<file path="src/rtl/instruction_fetch_ctrl.sv">
`default_nettype none
// ============================================================================
//  Module   : instruction_fetch_ctrl
//  Function : PC sequencing toward a combinational instruction memory, with a
//             2-entry {PC, instruction} buffer toward decode and a sticky fault.
//  Revision : 1.0  initial release
// ============================================================================
module instruction_fetch_ctrl #(
    parameter logic [31:0] RESET_PC   = 32'h0000_0000,
    parameter int unsigned MEM_WORDS  = 64,
    parameter int unsigned FIFO_DEPTH = 2
) (
    input  logic        clk,
    input  logic        rst_n,
    output logic [31:0] imemAddr,
    input  logic [31:0] imemData,
    input  logic        redirectValid,
    input  logic [31:0] redirectPC,
    output logic        instrValid,
    input  logic        instrReady,
    output logic [31:0] instrOut,
    output logic [31:0] instrPC,
    output logic        fetchFault,
    output logic [31:0] faultPC
);

    localparam logic [0:0] S_FETCH = 1'b0;
    localparam logic [0:0] S_FAULT = 1'b1;

    localparam logic [1:0]  c_DEPTH     = 2'(FIFO_DEPTH);
    localparam logic [30:0] c_MEM_WORDS = 31'(MEM_WORDS);

    logic [0:0]  r_state;
    logic [0:0]  w_next_state;

    logic [31:0] r_pc;
    logic [31:0] r_ent_pc    [2];
    logic [31:0] r_ent_instr [2];
    logic        r_rd_ptr;
    logic        r_wr_ptr;
    logic [1:0]  r_count;
    logic        r_fault;
    logic [31:0] r_fault_pc;

    logic        w_in_range;
    logic        w_misaligned;
    logic        w_pop;
    logic        w_fetch_en;
    logic        w_push;
    logic        w_fault_entry;

    // Word index compared at full width so large PCs never alias into range
    assign w_in_range   = ({1'b0, r_pc[31:2]} < c_MEM_WORDS);
    assign w_misaligned = (redirectPC[1:0] != 2'b00);
    assign w_pop        = (r_count != 2'd0) && instrReady;

    // ------------------------------------------------------------------
    // FSM: state register
    // ------------------------------------------------------------------
    always_ff @(posedge clk or negedge rst_n) begin
        if (!rst_n) begin
            r_state <= S_FETCH;
        end else begin
            r_state <= w_next_state;
        end
    end

    // ------------------------------------------------------------------
    // FSM: next-state logic; a redirect overrides everything else
    // ------------------------------------------------------------------
    always_comb begin
        w_next_state = r_state;
        if (redirectValid) begin
            w_next_state = w_misaligned ? S_FAULT : S_FETCH;
        end else if (w_fault_entry) begin
            w_next_state = S_FAULT;
        end
    end

    // ------------------------------------------------------------------
    // FSM: output decode
    // ------------------------------------------------------------------
    always_comb begin
        w_fetch_en    = (r_state == S_FETCH);
        w_push        = 1'b0;
        w_fault_entry = 1'b0;
        if (w_fetch_en && !redirectValid) begin
            w_push        = w_in_range && ((r_count < c_DEPTH) || w_pop);
            w_fault_entry = !w_in_range;
        end
    end

    // ------------------------------------------------------------------
    // Fetch PC and buffer
    // ------------------------------------------------------------------
    always_ff @(posedge clk or negedge rst_n) begin
        if (!rst_n) begin
            r_pc     <= RESET_PC;
            r_rd_ptr <= 1'b0;
            r_wr_ptr <= 1'b0;
            r_count  <= 2'd0;
            for (int i = 0; i < 2; i++) begin
                r_ent_pc[i]    <= 32'd0;
                r_ent_instr[i] <= 32'd0;
            end
        end else if (redirectValid) begin
            r_pc     <= redirectPC;
            r_rd_ptr <= 1'b0;
            r_wr_ptr <= 1'b0;
            r_count  <= 2'd0;
        end else begin
            if (w_push) begin
                r_ent_pc[r_wr_ptr]    <= r_pc;
                r_ent_instr[r_wr_ptr] <= imemData;
                r_wr_ptr              <= ~r_wr_ptr;
                r_pc                  <= r_pc + 32'd4;
            end
            if (w_pop) begin
                r_rd_ptr <= ~r_rd_ptr;
            end
            case ({w_push, w_pop})
                2'b10:   r_count <= r_count + 2'd1;
                2'b01:   r_count <= r_count - 2'd1;
                default: r_count <= r_count;
            endcase
        end
    end

    // ------------------------------------------------------------------
    // Sticky fault; faultPC keeps its last value once the flag clears
    // ------------------------------------------------------------------
    always_ff @(posedge clk or negedge rst_n) begin
        if (!rst_n) begin
            r_fault    <= 1'b0;
            r_fault_pc <= 32'd0;
        end else if (redirectValid) begin
            r_fault <= w_misaligned;
            if (w_misaligned) begin
                r_fault_pc <= redirectPC;
            end
        end else if (w_fault_entry) begin
            r_fault    <= 1'b1;
            r_fault_pc <= r_pc;
        end
    end

    assign imemAddr   = r_pc;
    assign instrValid = (r_count != 2'd0);
    assign instrOut   = r_ent_instr[r_rd_ptr];
    assign instrPC    = r_ent_pc[r_rd_ptr];
    assign fetchFault = r_fault;
    assign faultPC    = r_fault_pc;

endmodule
`default_nettype wire

</file>
<file path="config.mk">
export PLATFORM = sky130hd
export DESIGN_NAME = instruction_fetch_ctrl
export DESIGN_NICKNAME = d
export VERILOG_FILES = /design/src/rtl/instruction_fetch_ctrl.sv
export SDC_FILE = /design/constraint.sdc
export NUM_CORES = 1
export LEC_CHECK = 0
export CAP_MARGIN = 10
export CORE_ASPECT_RATIO = 0.75
export CORE_MARGIN = 3
export CORE_UTILIZATION = 40
export CTS_CLUSTER_DIAMETER = 30
export DETAILED_ROUTE_END_ITERATION = 12
export GPL_ROUTABILITY_DRIVEN = 0
export PLACE_DENSITY = 0.67
export RECOVER_POWER = 100
export SLEW_MARGIN = 20
export SYNTH_ARGS = -nofsm -noshare
export SYNTH_HDL_FRONTEND = slang
export SYNTH_SLANG_ARGS = --single-unit
</file>
<file path="constraint.sdc">
create_clock -name clk -period 2.89 [get_ports clk]
set_clock_uncertainty 0.2 [all_clocks]
set_input_delay 0.7225 -clock clk [delete_from_list [all_inputs] [get_ports clk]]
set_output_delay 0.7225 -clock clk [all_outputs]
set_load 0.01 [all_outputs]
</file>
== Word-level counts from Yosys, hierarchy flattened ==
Index checks and enable logic that the tools add are counted.
Storage, ports and cells
  register bits after elaboration: 198
  bits in latches: 0
  bits in writable memories: 0
  bits in read-only memories: 0
  input bits: 68
  memories kept: 0
Operators by class
  add/subtract/negate cells: 3
  multiply operators: 0
  divide/modulo/power cells: 0
  $lt $le $gt $ge: 5
  equality and inequality tests: 3
  shift-type cells: 0
  muxes and demuxes: 27
  bitwise operators: 6
  reduce and logical (&&, ||, !) cells: 15
Operators by type and width (count)
  $mux 32: 12
  $bwmux 64: 2
  $add 32x3->32 const B: 1
  $demux 32 s1: 1
  $lt 30x7->1 const B: 1
  $mux 1: 10
  $reduce_bool 2->1: 5
  $ge 2x2->1 const B: 2
  $logic_and 1x1->1: 4
  $not 1->1: 4
  $not 1->2: 2
  $pmux 2 s2: 1
  $reduce_and 2->1: 2
  $reduce_bool 3->1: 1
  $add 2x1->2 const B: 1
  $eq 2x1->1 const B: 1
  $eq 2x2->1 const B: 1
  $logic_not 1->1: 2
  $lt 2x1->1 const B: 1
  $lt 2x2->1 const B: 1
  $mux 2: 1
  $ne 2x1->1 const B: 1
  $sub 2x1->2 const B: 1
  $logic_or 1x1->1: 1

== Depth between registers and ports, before layout ==
  depth in word-level cells: 8
  mapped depth: 8

== Worst setup path before layout ==
OpenSTA, ideal clock, no wires.
  kind: input port to flip-flop
  start: input redirectValid
  end: register r_pc[3] (netlist: imemAddr[3])
  library setup time: 0.125 ns
  data arrival time: 2.205 ns
  data required time: 2.565 ns
  slack: 0.360 ns
  stages: 7
  buffers on the path: 2
  path through: buf_6 -> nor2_1 -> nand2_1 -> nor3_2 -> buf_2 -> mux2_2 -> mux2_2
On the way
  longest elaborated chain between the ends: 4
  elaborated cells on any way between the ends: 5
  classes of those cells: mux (2); reduce/logical (3)
RTL lines
  start: declaration: line 17  | input logic redirectValid,
  $logic_not 1->1: line 87  | if (w_fetch_en && !redirectValid) begin
  $logic_and 1x1->1: line 87
  $mux 1: line 87
  $reduce_bool 2->1 (no line)
  end signal: assignment: line 107  | r_pc <= redirectPC;
  end signal: assignment: line 116  | r_pc <= r_pc + 32'd4;
  end: declaration: line 36  | logic [31:0] r_pc;
Several ways; a longest one is shown, not always the timed one.
A chain may end at the register's enable or synchronous reset.

== Final worst setup path ==
  start: register r_rd_ptr
  end: output instrOut[11]
On the way
  longest elaborated chain between the ends: 4
RTL lines
  start: declaration: line 39  | logic r_rd_ptr;
  start signal: assignment: line 119  | r_rd_ptr <= ~r_rd_ptr;
  $not 1->2 (not written as such): line 149  | assign instrOut = r_ent_instr[r_rd_ptr];
  $mux 32 (not written as such) (3 in series): line 149
  end: declaration: line 21  | output logic [31:0] instrOut,
No other way between the ends. The select of a mux whose other input is x is not followed.

==> results by group <==
Yosys
  • Ys Warns: 0
  • Ys flop type: dfrtp_1
  • #FFs+latches synth: 197
  • Avg Cell Area, Syn: 15.2 µm²
  • Syn Inst Count: 547
  • Post-synth EDFFs: 0
  • Synth async-reset ratio: 1.00
  • Post-synth cell types: 43
  • Syn nets: 616
  • Seq/Total Area, Yosys: 0.592
  • Synthesized cell area: about 0.0083 mm²

Routing
  • Routed vias/inst: 4.84
  • Met1 WL: 9640 µm
  • Max layer used: met4
  • Vias: 5,068
  • Wire per inst: 18.6 µm
  • Wire length on met2: around 8600 µm
  • Number of DRC markers in iteration 0: 178
  • 1st-pass router iterations: 4
  • Antenna-violating nets left: 0
  • Routed WL: about 19,000 µm
  • Metal3 WL: 1010 µm
  • Number of remaining DRC errors: 0

Min path
  • WHS Path Cells: 1
  • Hold EP: r_ent_instr[49]
  • Worst hold path startpoint: r_ent_instr[49]
  • Worst hold path type: flop to flop

Timing
  • Final setup vio count: 0
  • Relative slew slack: 0.0527
  • Fin. max-slew vios: 0
  • Tmin final: 2.83 ns
  • Final Hold Fails: 0
  • Final WS setup: 0.0636 ns
  • Highest clock rate: 354 MHz
  • Final setup TNS: 0 ns
  • Final period util: 0.978
  • RSZ-0062 raised after global routing: yes
  • Worst Tran Pin Value: 1.42 ns

Cells and area
  • Reg area: 0.00493 mm²
  • Finished Layout Cells: 1,047
  • Most frequent cells in the layout: dfrtp_1 (196), mux2_1 (104), mux2_2 (91), clkdlybuf4s50_1 (73), dlygate4sd3_1 (67)
  • Filler Cells Inserted: 1,673
  • Share of layout cells above drive strength 1: 0.197
  • Area of the multi-input gates: 0.00307 mm²
  • Commonest non-fill, non-tap cell in the layout: dfrtp_1
  • Ant. Diodes: 0
  • Nets: 821
  • Post-route design area: 0.0111 mm²
  • Area growth, synth to finish: 33.2%

Clock network
  • Clock Tree Root: clkbuf_16
  • CTS sink cnt: between 150 and 200
  • Max Buffers Root-to-Sink: 2
  • Htree depth: 4
  • Num CTS Buffers: 17
  • Clk Latency, worst-skew pair: 0.43 ns
  • Total setup buffers inserted after CTS: 0
  • CTS tree: yes
  • Clock slew at reported path FFs: roughly 0.070 ns

Floorplanning
  • Cell Rows: 45
  • # IOs: 198
  • Die ar.: 0.0226 mm²
  • Die Y: 131 µm
  • Core ar.: 0.0203 mm²
  • Die width: 173 µm
  • Starting Density: 0.409

Pwr
  • Worst VDD drop: 0.358 mV
  • Final Power: about 6.2 mW
  • LEAKAGE: 5.30 nW
  • Pwr/cell area: 561 mW/mm²

Critical path
  • Nature of the critical path startpoint: flop
  • CP cell instances: buf_12, mux2_2, clkdlybuf4s50_1
  • Arrival time worst endpoint: about 1.9 ns
  • Worst EP required: 1.97 ns
  • Flop-to-flop setup slack: 0.20 ns
  • Worst reg2reg path depth: 6
  • Setup CP Type: flop to output pin
  • Crit-path slowest cell: clkdlybuf4s50_1
  • Crit path capture type: output pin
  • Worst r2r src: imemAddr[16]
  • RR Endpoint: r_ent_pc[57]
  • Worst-path fanout max: 22
  • Max incr delay on CP: 0.47 ns

Placement
  • DP Worst Slack: -0.0127 ns
  • Port Buffers: 197
  • Placed instance area: 0.0107 mm²
  • Hpwl dp: 13,600 µm
  • Dpl cells: ~1,000

GRT
  • Gr usage total: 0.178
  • Initial antenna violation count: 0
  • First-pass GRT wire length: 31,400 µm
  • Vias in the first global route: 5,504
  • Pin count of the biggest net entering global routing: between 50 and 60
  • Total gr overflow: 0

Flow run
  • Max_cap viols: 0

Run status
  • Status: finished, final reports clean
==> logic make-up (layout without fill, tap and decap cells) <==
kind of cell    after synthesis  in the layout  synth area share
mux                         198            198             0.277
fa+ha+maj                     1              1           0.00150
buf+inv                      34            252            0.0271
xor+xnor                      4              4           0.00421
compound gates               28             28            0.0257
flops                       197            197             0.592
simple gates                 85             85            0.0717
==> routing by layer <==
metal	up-vias	GRT usage
met3	14	0.0479
li1	2342	-
met5	-	0
met2	148	0.273
met4	0	0.0481
met1	2564	0.251
==> how the worst max path moves through the flow <==
stage,from,to,slack [ns],depth (start not counted)
after global routing,r_rd_ptr,instrOut[11],-0.005,3
final,r_rd_ptr,instrOut[11],0.06,3
after global placement,instrReady,r_ent_pc[3],0.0001,7
after CTS,r_rd_ptr,instrPC[5],0.0007,3
after detailed placement,instrReady,r_ent_instr[18],-0.01,7
after floorplan,redirectValid,imemAddr[3],0.36,7
==> cell usage after synthesis, types with 2 or more instances <==
cell / count / area [µm²]
nor2b_1: 51 / 319
inv_1: 4 / 15.0
xnor2_1: 2 / 17.5
clkbuf_1: 11 / 41.3
xor2_1: 2 / 17.5
nand2b_1: 3 / 18.8
mux2_2: 112 / 1260
mux2i_1: 3 / 30.0
buf_4: 2 / 15.0
buf_2: 6 / 30.0
and3_1: 2 / 12.5
mux2_4: 22 / 330
dfrtp_1: 197 / 4930
o21ai_0: 4 / 20.0
buf_6: 11 / 124
a21oi_1: 4 / 20.0
mux2_1: 61 / 687
nor4_1: 3 / 18.8
nor2_1: 5 / 18.8
nor4_4: 4 / 85.1
o22a_1: 6 / 52.6
nand2_1: 6 / 22.5
o21a_1: 6 / 45.0
==> cell type report <==
| class | count | share of cell area |
|---|---|---|
| timing repair buffer | 216 | 0.190 |
| inverter | 4 | 0.00135 |
| sequential | 197 | 0.445 |
| multi-input combinational | 316 | 0.277 |
| tap | 282 | 0.0318 |
| clock inverter | 14 | 0.0169 |
| clock buffer | 18 | 0.0387 |
==> worst max-delay path: cells and delay by family, from the launching register on <==
| kind | cells | cell delay, ns |
|---|---|---|
| buffers and inverters | 2 | 0.67 |
| multiplexers | 1 | 0.35 |
| flip-flops | 1 | 0.44 |
==> through the flow <==
stage | util | hold WS (ns)
after floorplan | - | 0.227
after global placement | 0.525 | 0.262
after detailed placement | 0.525 | 0.268
after CTS | 0.554 | 0.0712
after global routing | 0.546 | 0.298
final | 0.546 | 0.282
==> state kept, by name (all words and copies together) (netlist names) <==
register and flops:
r_wr_ptr 1, imemAddr 32, r_count 2, faultPC 32, r_state 1, r_rd_ptr 1, r_ent_instr 64, r_ent_pc 64
==> power breakdown <==
group	internal [mW]	switching (mW)	total, mW	leakage [nW]
Combinational	0.396	0.323	0.719	2.44
Sequential	2.90	0.116	3.02	2.56
Clock	1.39	1.09	2.48	0.293
Total	4.69	1.53	6.22	5.30
==> timing repair <==
item,CTS,global route
endpoints found under the setup margin,34,28
hold buffers,0,0
gates resized for setup,34,22
pin swaps,0,0
No activity file was read; power rests on OpenSTA's default activity.
